===== config.mk =====
export PLATFORM = sky130hd
export DESIGN_NAME = discrete_weighted_mixer
export DESIGN_NICKNAME = d
export VERILOG_FILES = /design/src/rtl/discrete_weighted_mixer.sv
export SDC_FILE = /design/constraint.sdc
export NUM_CORES = 1
export LEC_CHECK = 0
export ABC_AREA = 0
export BUFFER_PORTS_ARGS = -buffer_cell sky130_fd_sc_hd__buf_2
export CORE_UTILIZATION = 41
export DETAILED_ROUTE_END_ITERATION = 10
export GPL_ROUTABILITY_DRIVEN = 1
export SLEW_MARGIN = 20
export SYNTH_ARGS = -nofsm -noshare
export SYNTH_HDL_FRONTEND = slang
export SYNTH_SLANG_ARGS = --single-unit
export TNS_END_PERCENT = 20

===== constraint.sdc =====
create_clock -name clk -period 11.4 [get_ports clk]
set_input_delay 1.71 -clock clk [delete_from_list [all_inputs] [get_ports clk]]
set_output_delay 1.71 -clock clk [all_outputs]
set_load 0.02 [all_outputs]

===== src/rtl/discrete_weighted_mixer.sv =====
// Time-multiplexed Q2.14 weighted sum of NUM_INPUTS signed channels.
// Define MIXER_SATURATE_EN to clamp the output; otherwise it wraps.
module discrete_weighted_mixer #(
  parameter int unsigned NUM_INPUTS = 4,
  parameter logic [127:0] GAINS = {8{16'd4096}}
) (
  input  logic                     clk,
  input  logic                     I_RSTn,
  input  logic                     audio_clk_en,
  input  logic [16*NUM_INPUTS-1:0] in,
  output logic [15:0]              out,
  output logic                     out_valid,
  output logic                     busy,
  output logic                     overrun
);

  localparam int IW = (NUM_INPUTS > 1) ? $clog2(NUM_INPUTS) : 1;
  localparam logic [IW-1:0] LAST = IW'(NUM_INPUTS - 1);

  typedef enum logic [1:0] {
    IDLE,
    ACCUM,
    OUTPUT
  } state_t;

  state_t             state_q, state_d;
  logic signed [15:0] cap_q [NUM_INPUTS];
  logic signed [15:0] cap_d [NUM_INPUTS];
  logic signed [35:0] acc_q, acc_d;
  logic [IW-1:0]      idx_q, idx_d;
  logic [15:0]        out_q, out_d;
  logic               out_valid_q, out_valid_d;
  logic               overrun_q, overrun_d;

  logic signed [15:0] samp;
  logic [15:0]        gain;
  logic signed [32:0] prod;
  logic [15:0]        res;

  // Shared multiplier: select the current channel and its gain
  always_comb begin
    samp = '0;
    gain = '0;
    for (int i = 0; i < NUM_INPUTS; i++) begin
      if (idx_q == IW'(i)) begin
        samp = cap_q[i];
        gain = GAINS[16*i +: 16];
      end
    end
    prod = samp * $signed({1'b0, gain});
  end

`ifdef MIXER_SATURATE_EN
  logic signed [35:0] r;

  // Floor-scale the sum and clamp it to the 16-bit range
  always_comb begin
    r = acc_q >>> 14;
    if (r > 36'sd32767) begin
      res = 16'h7fff;
    end else if (r < -36'sd32768) begin
      res = 16'h8000;
    end else begin
      res = r[15:0];
    end
  end
`else
  assign res = acc_q[29:14];
`endif

  // Next-state: capture, accumulate one channel per cycle, emit
  always_comb begin
    state_d     = state_q;
    cap_d       = cap_q;
    acc_d       = acc_q;
    idx_d       = idx_q;
    out_d       = out_q;
    out_valid_d = 1'b0;
    overrun_d   = overrun_q;
    unique case (state_q)
      IDLE: begin
        if (audio_clk_en) begin
          for (int i = 0; i < NUM_INPUTS; i++) begin
            cap_d[i] = $signed(in[16*i +: 16]);
          end
          acc_d   = '0;
          idx_d   = '0;
          state_d = ACCUM;
        end
      end
      ACCUM: begin
        acc_d = acc_q + {{3{prod[32]}}, prod};
        idx_d = idx_q + IW'(1);
        if (idx_q == LAST) begin
          state_d = OUTPUT;
        end
      end
      OUTPUT: begin
        out_d       = res;
        out_valid_d = 1'b1;
        state_d     = IDLE;
      end
      default: state_d = IDLE;
    endcase
    if (audio_clk_en && state_q != IDLE) begin
      overrun_d = 1'b1;
    end
  end

  // State and datapath registers
  always_ff @(posedge clk or negedge I_RSTn) begin
    if (!I_RSTn) begin
      state_q     <= IDLE;
      for (int i = 0; i < NUM_INPUTS; i++) begin
        cap_q[i] <= '0;
      end
      acc_q       <= '0;
      idx_q       <= '0;
      out_q       <= '0;
      out_valid_q <= 1'b0;
      overrun_q   <= 1'b0;
    end else begin
      state_q     <= state_d;
      cap_q       <= cap_d;
      acc_q       <= acc_d;
      idx_q       <= idx_d;
      out_q       <= out_d;
      out_valid_q <= out_valid_d;
      overrun_q   <= overrun_d;
    end
  end

  assign out       = out_q;
  assign out_valid = out_valid_q;
  assign busy      = (state_q != IDLE);
  assign overrun   = overrun_q;

endmodule

* Word-level counts from Yosys, hierarchy flattened *
Cells that the tools add are included.

cells by class
  add/sub/neg operators = 2
  $mul = 1
  equal/unequal tests = 7
  muxes and demuxes = 16
  reductions and logical operators = 8

operators by type and width
  operator                                                               number
  16-bit two-way mux                                                     7
  36-bit one-hot mux with 2 select lines                                 1
  36-bit adder                                                           1
  36-bit two-way mux                                                     1
  16-bit by 17-bit multiplier with 33-bit output                         1
  13-bit two-way mux                                                     1
  2-bit one-hot mux with 2 select lines                                  2
  2-bit equality test, second input constant                             3
  2-bit two-way mux                                                      3
  2-bit AND reduction                                                    3
  2-bit by 1-bit equality test with 1-bit output, second input constant  2
  2-bit logical NOT                                                      2
  2-bit inequality test, second input constant                           2
  2-bit nonzero test                                                     2
  2-bit by 1-bit adder with 2-bit output, second input constant          1
  1-bit logical AND                                                      1
  1-bit two-way mux                                                      1

storage, ports and cells
  bits in registers = 122
  bits of input ports = 67
  output and inout port bits = 19

* Logic depth before layout (Yosys ltp) *
  word-level depth = 8
  depth in mapped cells = 30

* Worst setup path before layout *
OpenSTA, ideal clock, no wires.

  kind = register to register
  from = register idx_q[0]
  to = register acc_q[29]
  arrival = 5.949 ns
  required time = 11.273 ns
  slack = 5.324 ns
  stages on the path, launching flop included = 31
  buffers on the path = 2
  path through = dfrtp_1 > inv_1 > ha_1 > clkbuf_1 > nand2_1 > nor2_1 > a21oi_1 > nor2_1 > a21oi_1 > o21a_1 > buf_2 > inv_1 > ha_1 > ha_1 > ha_1 > ha_1 > a41oi_2 > a221oi_2 > a311o_2 > a21o_1 > a21oi_1 > xnor2_1 > ha_1 > and4_1 > and2_1 > a221oi_1 > o311a_1 > o211ai_2 > xnor2_1 > nor3_1 > nand3b_1

on the way
  longest elaborated chain between the ends = 8

RTL lines
  element                                                   line  text
  from (decl)                                               30    logic [IW-1:0] idx_q, idx_d;
  from (signal assigned)                                    126   idx_q <= idx_d;
  2-bit logical NOT                                         45    if (idx_q == IW'(i)) begin
  16-bit two-way mux or 13-bit two-way mux (tied branches)  45
  16-bit two-way mux (3 in series)                          45
  16-bit by 17-bit multiplier with 33-bit output *          50    prod = samp * $signed({1'b0, gain});
  36-bit adder *                                            92    acc_d = acc_q + {{3{prod[32]}}, prod};
  36-bit one-hot mux with 2 select lines *                  80    unique case (state_q)
  to (signal assigned)                                      117   acc_q <= '0;
  to (signal assigned)                                      125   acc_q <= acc_d;
  to (decl)                                                 29    logic signed [35:0] acc_q, acc_d;

Every way passes the cells marked *; elsewhere a longest branch is shown, timed or not.
A chain may end at the register's enable or synchronous reset.

* Worst setup path after layout *
  from = register idx_q[1]
  to = register acc_q[29]

The elaborated chain is that of the path after synthesis.

==> summary.md <==
| Metric | Value |
|---|---|
| Setup crit end kind | `register` |
| Fin crit share | `62.7%` |
| Min-delay worst type | `register to register` |
| Clock Latency Late Sink | `350 ps` |
| Post-Route WL | `roughly 13,000 microns` |
| Clock Pin Slew Worst Setup and Hold Paths | `70 ps` |
| Synthesized instance count | `566` |
| Most frequent cells in the layout | `dfrtp_1, buf_2, ha_1` |
| Min-delay src | `overrun` |
| Fraction of registers with async set/reset | `between 90% and 100%` |
| Antenna violations before repair | `0` |
| Final setup fails | `0` |
| Syn nets | `704` |
| Slew @ Worst Pin | `roughly 920 ps` |
| Sequential area share after synthesis | `41.8%` |
| Area Overhead vs Synth | `13.9%` |
| Setup TNS | `0 ps` |
| Total number of vias | `4,369` |
| Crit start category | `register` |
| Die X | `125 microns` |
| Worst Path Max Fanout | `26` |
| Total core area | `0.0147 sq mm` |
| Reg2Reg Capture Point | `acc_q[29]` |
| Crit path kind | `register to register` |
| I/O pin count | `86` |
| H-tree depth | `3` |
| Initial Utilization | `42.4%` |
| Residual DRC | `0` |
| Root Buffer | `clkbuf_16` |
| DRT antenna net count | `0` |
| Final hold vios | `0` |
| Slew Limit Headroom | `approximately 40%` |
| FF-to-FF Start | `idx_q[1]` |
| Wire per inst | `between 15 and 20 microns` |
| Congestion Overflow GR | `0` |
| Syn. warnings | `0` |
| RSZ-0062 raised after global routing | `false` |
| Max Cap Viol | `0` |
| Ys flop type | `dfrtp_1` |
| Chip Height | `125 microns` |
| Layout cells sized above 1 | `27.7%` |
| DP Area | `0.00681 sq mm` |
| DR iter-0 viols | `142` |
| DRT Pass-1 Iters | `6` |
| Fillers | `about 1.4k` |
| Status | `finished, final reports clean` |
| Yosys reg bits | `104` |
| Nets | `just under 800` |
| Reg2Reg Depth | `27` |
| Worst EP required | `11,630 ps` |
| Avg Cell Area, Syn | `11.0 sq um` |
| Clock buffer depth | `2` |
| Worst reg-to-reg setup slack | `approximately 4300 ps` |
| All-Layer GR Usage | `between 10% and 20%` |
| CTS-repair resized insts | `0` |
| Setup crit start | `idx_q[1]` |
| CTS tree | `yes` |
| Post-synth EDFFs | `0` |
| Fin. max-slew vios | `0` |
| Rows | `44` |
| CTS Buf Count | `9` |
| Global-route wire length before repair | `roughly 22,000 microns` |
| Crit path DAT | `~7400 ps` |
| Largest net degree at the start of global routing | `74` |
| Detail Placement HPWL | `10,100 microns` |
| Post-Syn Area | `0.00623 sq mm` |
| Netlist cell types | `50` |
| Design Area, Final | `0.00709 sq mm` |
| Final min period | `~7100 ps` |
| Crit path capture | `acc_q[29]` |
| Vias/cell | `5.28` |
| Leading cell type in the layout, fill and taps excluded | `dfrtp_1` |
| Vias in the first global route | `4,640` |
| # Post-CTS Setup Buffers | `0` |
| GPL Wtd Cong | `approximately 0.83` |
| Hold-fix buffers at CTS | `0` |
| Number of antenna repair diodes | `0` |
| FMAX | `140 MHz` |
| Clock sink count | `around 100` |
| Setup Skew | `about 11 ps` |
| Port Buffer Count | `85` |
| Die area | `roughly 0.016 sq mm` |
how the worst min path moves through the flow:
stage                           end  slack [ps]  cells after the start
after floorplan           cap_q[41]         460                      1
after global placement      overrun         440                      1
after detailed placement    overrun         450                      1
after CTS                   overrun         460                      1
after global routing        overrun         490                      1
final                       overrun         460                      1
layout make-up:
type / instances / area [sq um] / share of cell area, %
inverters: 14 / 52.6 / 0.741
repair buffers: 88 / 450 / 6.35
multi-input cells: 422 / 3480 / 49.0
clock buffers: 11 / 243 / 3.42
well taps: 184 / 230 / 3.25
clock inverters: 4 / 36.3 / 0.512
flip-flops and latches: 104 / 2600 / 36.7
state kept, by name, indices dropped and copies added (netlist names):
signal     cells
overrun        1
out           16
cap_q         64
acc_q         18
out_valid      1
idx_q          2
state_q        2
through the flow:
stage	std cells	setup slack [ps]	hold WS, ps	utilization [%]
after floorplan	566	5320	458	-
after global placement	812	4460	443	46.3
after detailed placement	812	4240	447	46.3
after CTS	827	4190	462	48.2
after global routing	827	3540	491	48.2
final	827	4250	456	48.2
critical path, stage by stage (launching register included):
cell and delay [ps]:
dfrtp_1 420, inv_1 120, ha_1 710, nor2_1 110, a21oi_1 140, nor2_1 50, a21oi_1 200, o21a_1 390
inv_1 330, ha_1 410, ha_1 310, ha_1 300, ha_1 300, a41oi_2 320, a221oi_2 140, a311o_2 460
a21o_1 220, a21oi_1 180, xnor2_1 140, ha_1 310, and4_1 240, and2_1 180, a221oi_1 340, o311a_1 200
o211ai_2 80, xnor2_1 200, nor3_1 60, nand3b_1 170
synth_stat cells, drive strengths merged (2+ instances only):
| master | instances | area [sq um] |
|---|---|---|
| o21bai | 3 | 22.5 |
| o211ai | 2 | 20.0 |
| nand3 | 3 | 15.0 |
| o22ai | 11 | 68.8 |
| xor2 | 13 | 114 |
| o21ai | 27 | 135 |
| nor2b | 5 | 31.3 |
| ha | 70 | 876 |
| nand2b | 5 | 31.3 |
| nor2 | 26 | 97.6 |
| xnor2 | 22 | 193 |
| o21a | 3 | 22.5 |
| a221oi | 3 | 32.5 |
| nand2 | 57 | 214 |
| and2 | 7 | 43.8 |
| inv | 14 | 52.6 |
| a21o | 9 | 67.6 |
| mux2 | 80 | 901 |
| a22o | 14 | 123 |
| a22oi | 10 | 75.1 |
| nand3b | 3 | 22.5 |
| o31ai | 2 | 15.0 |
| nor3 | 3 | 15.0 |
| buf | 8 | 38.8 |
| dfrtp | 104 | 2600 |
| a21oi | 25 | 140 |
| clkbuf | 18 | 67.6 |
| and3 | 4 | 25.0 |
cells by family (layout without fill, tap and decap cells):
group                      after synthesis  in the layout  share of synthesized area [%]
AOI/OAI and AO/OA                      119            119                           13.4
xor gates and xnor gates                35             35                           4.92
adders and majority gates               71             71                           14.4
buffers and inverters                   40            117                           2.55
DFF                                    104            104                           41.8
muxes                                   80             80                           14.5
and+or+nand+nor                        117            117                           8.42
routing by layer:
| metal | part of all wire, % | up-vias | track usage, % |
|---|---|---|---|
| li1 | - | 2183 | - |
| met5 | 0 | - | 0 |
| met2 | 47 | 106 | 29.8 |
| met1 | 47 | 2060 | 22.0 |
| met3 | 4.6 | 20 | 4.28 |
| met4 | 2.1 | 0 | 6.46 |
Power is left out: the tool's default activity adds up to more than one toggle a clock period on the data nets, which glitch-free logic cannot reach.
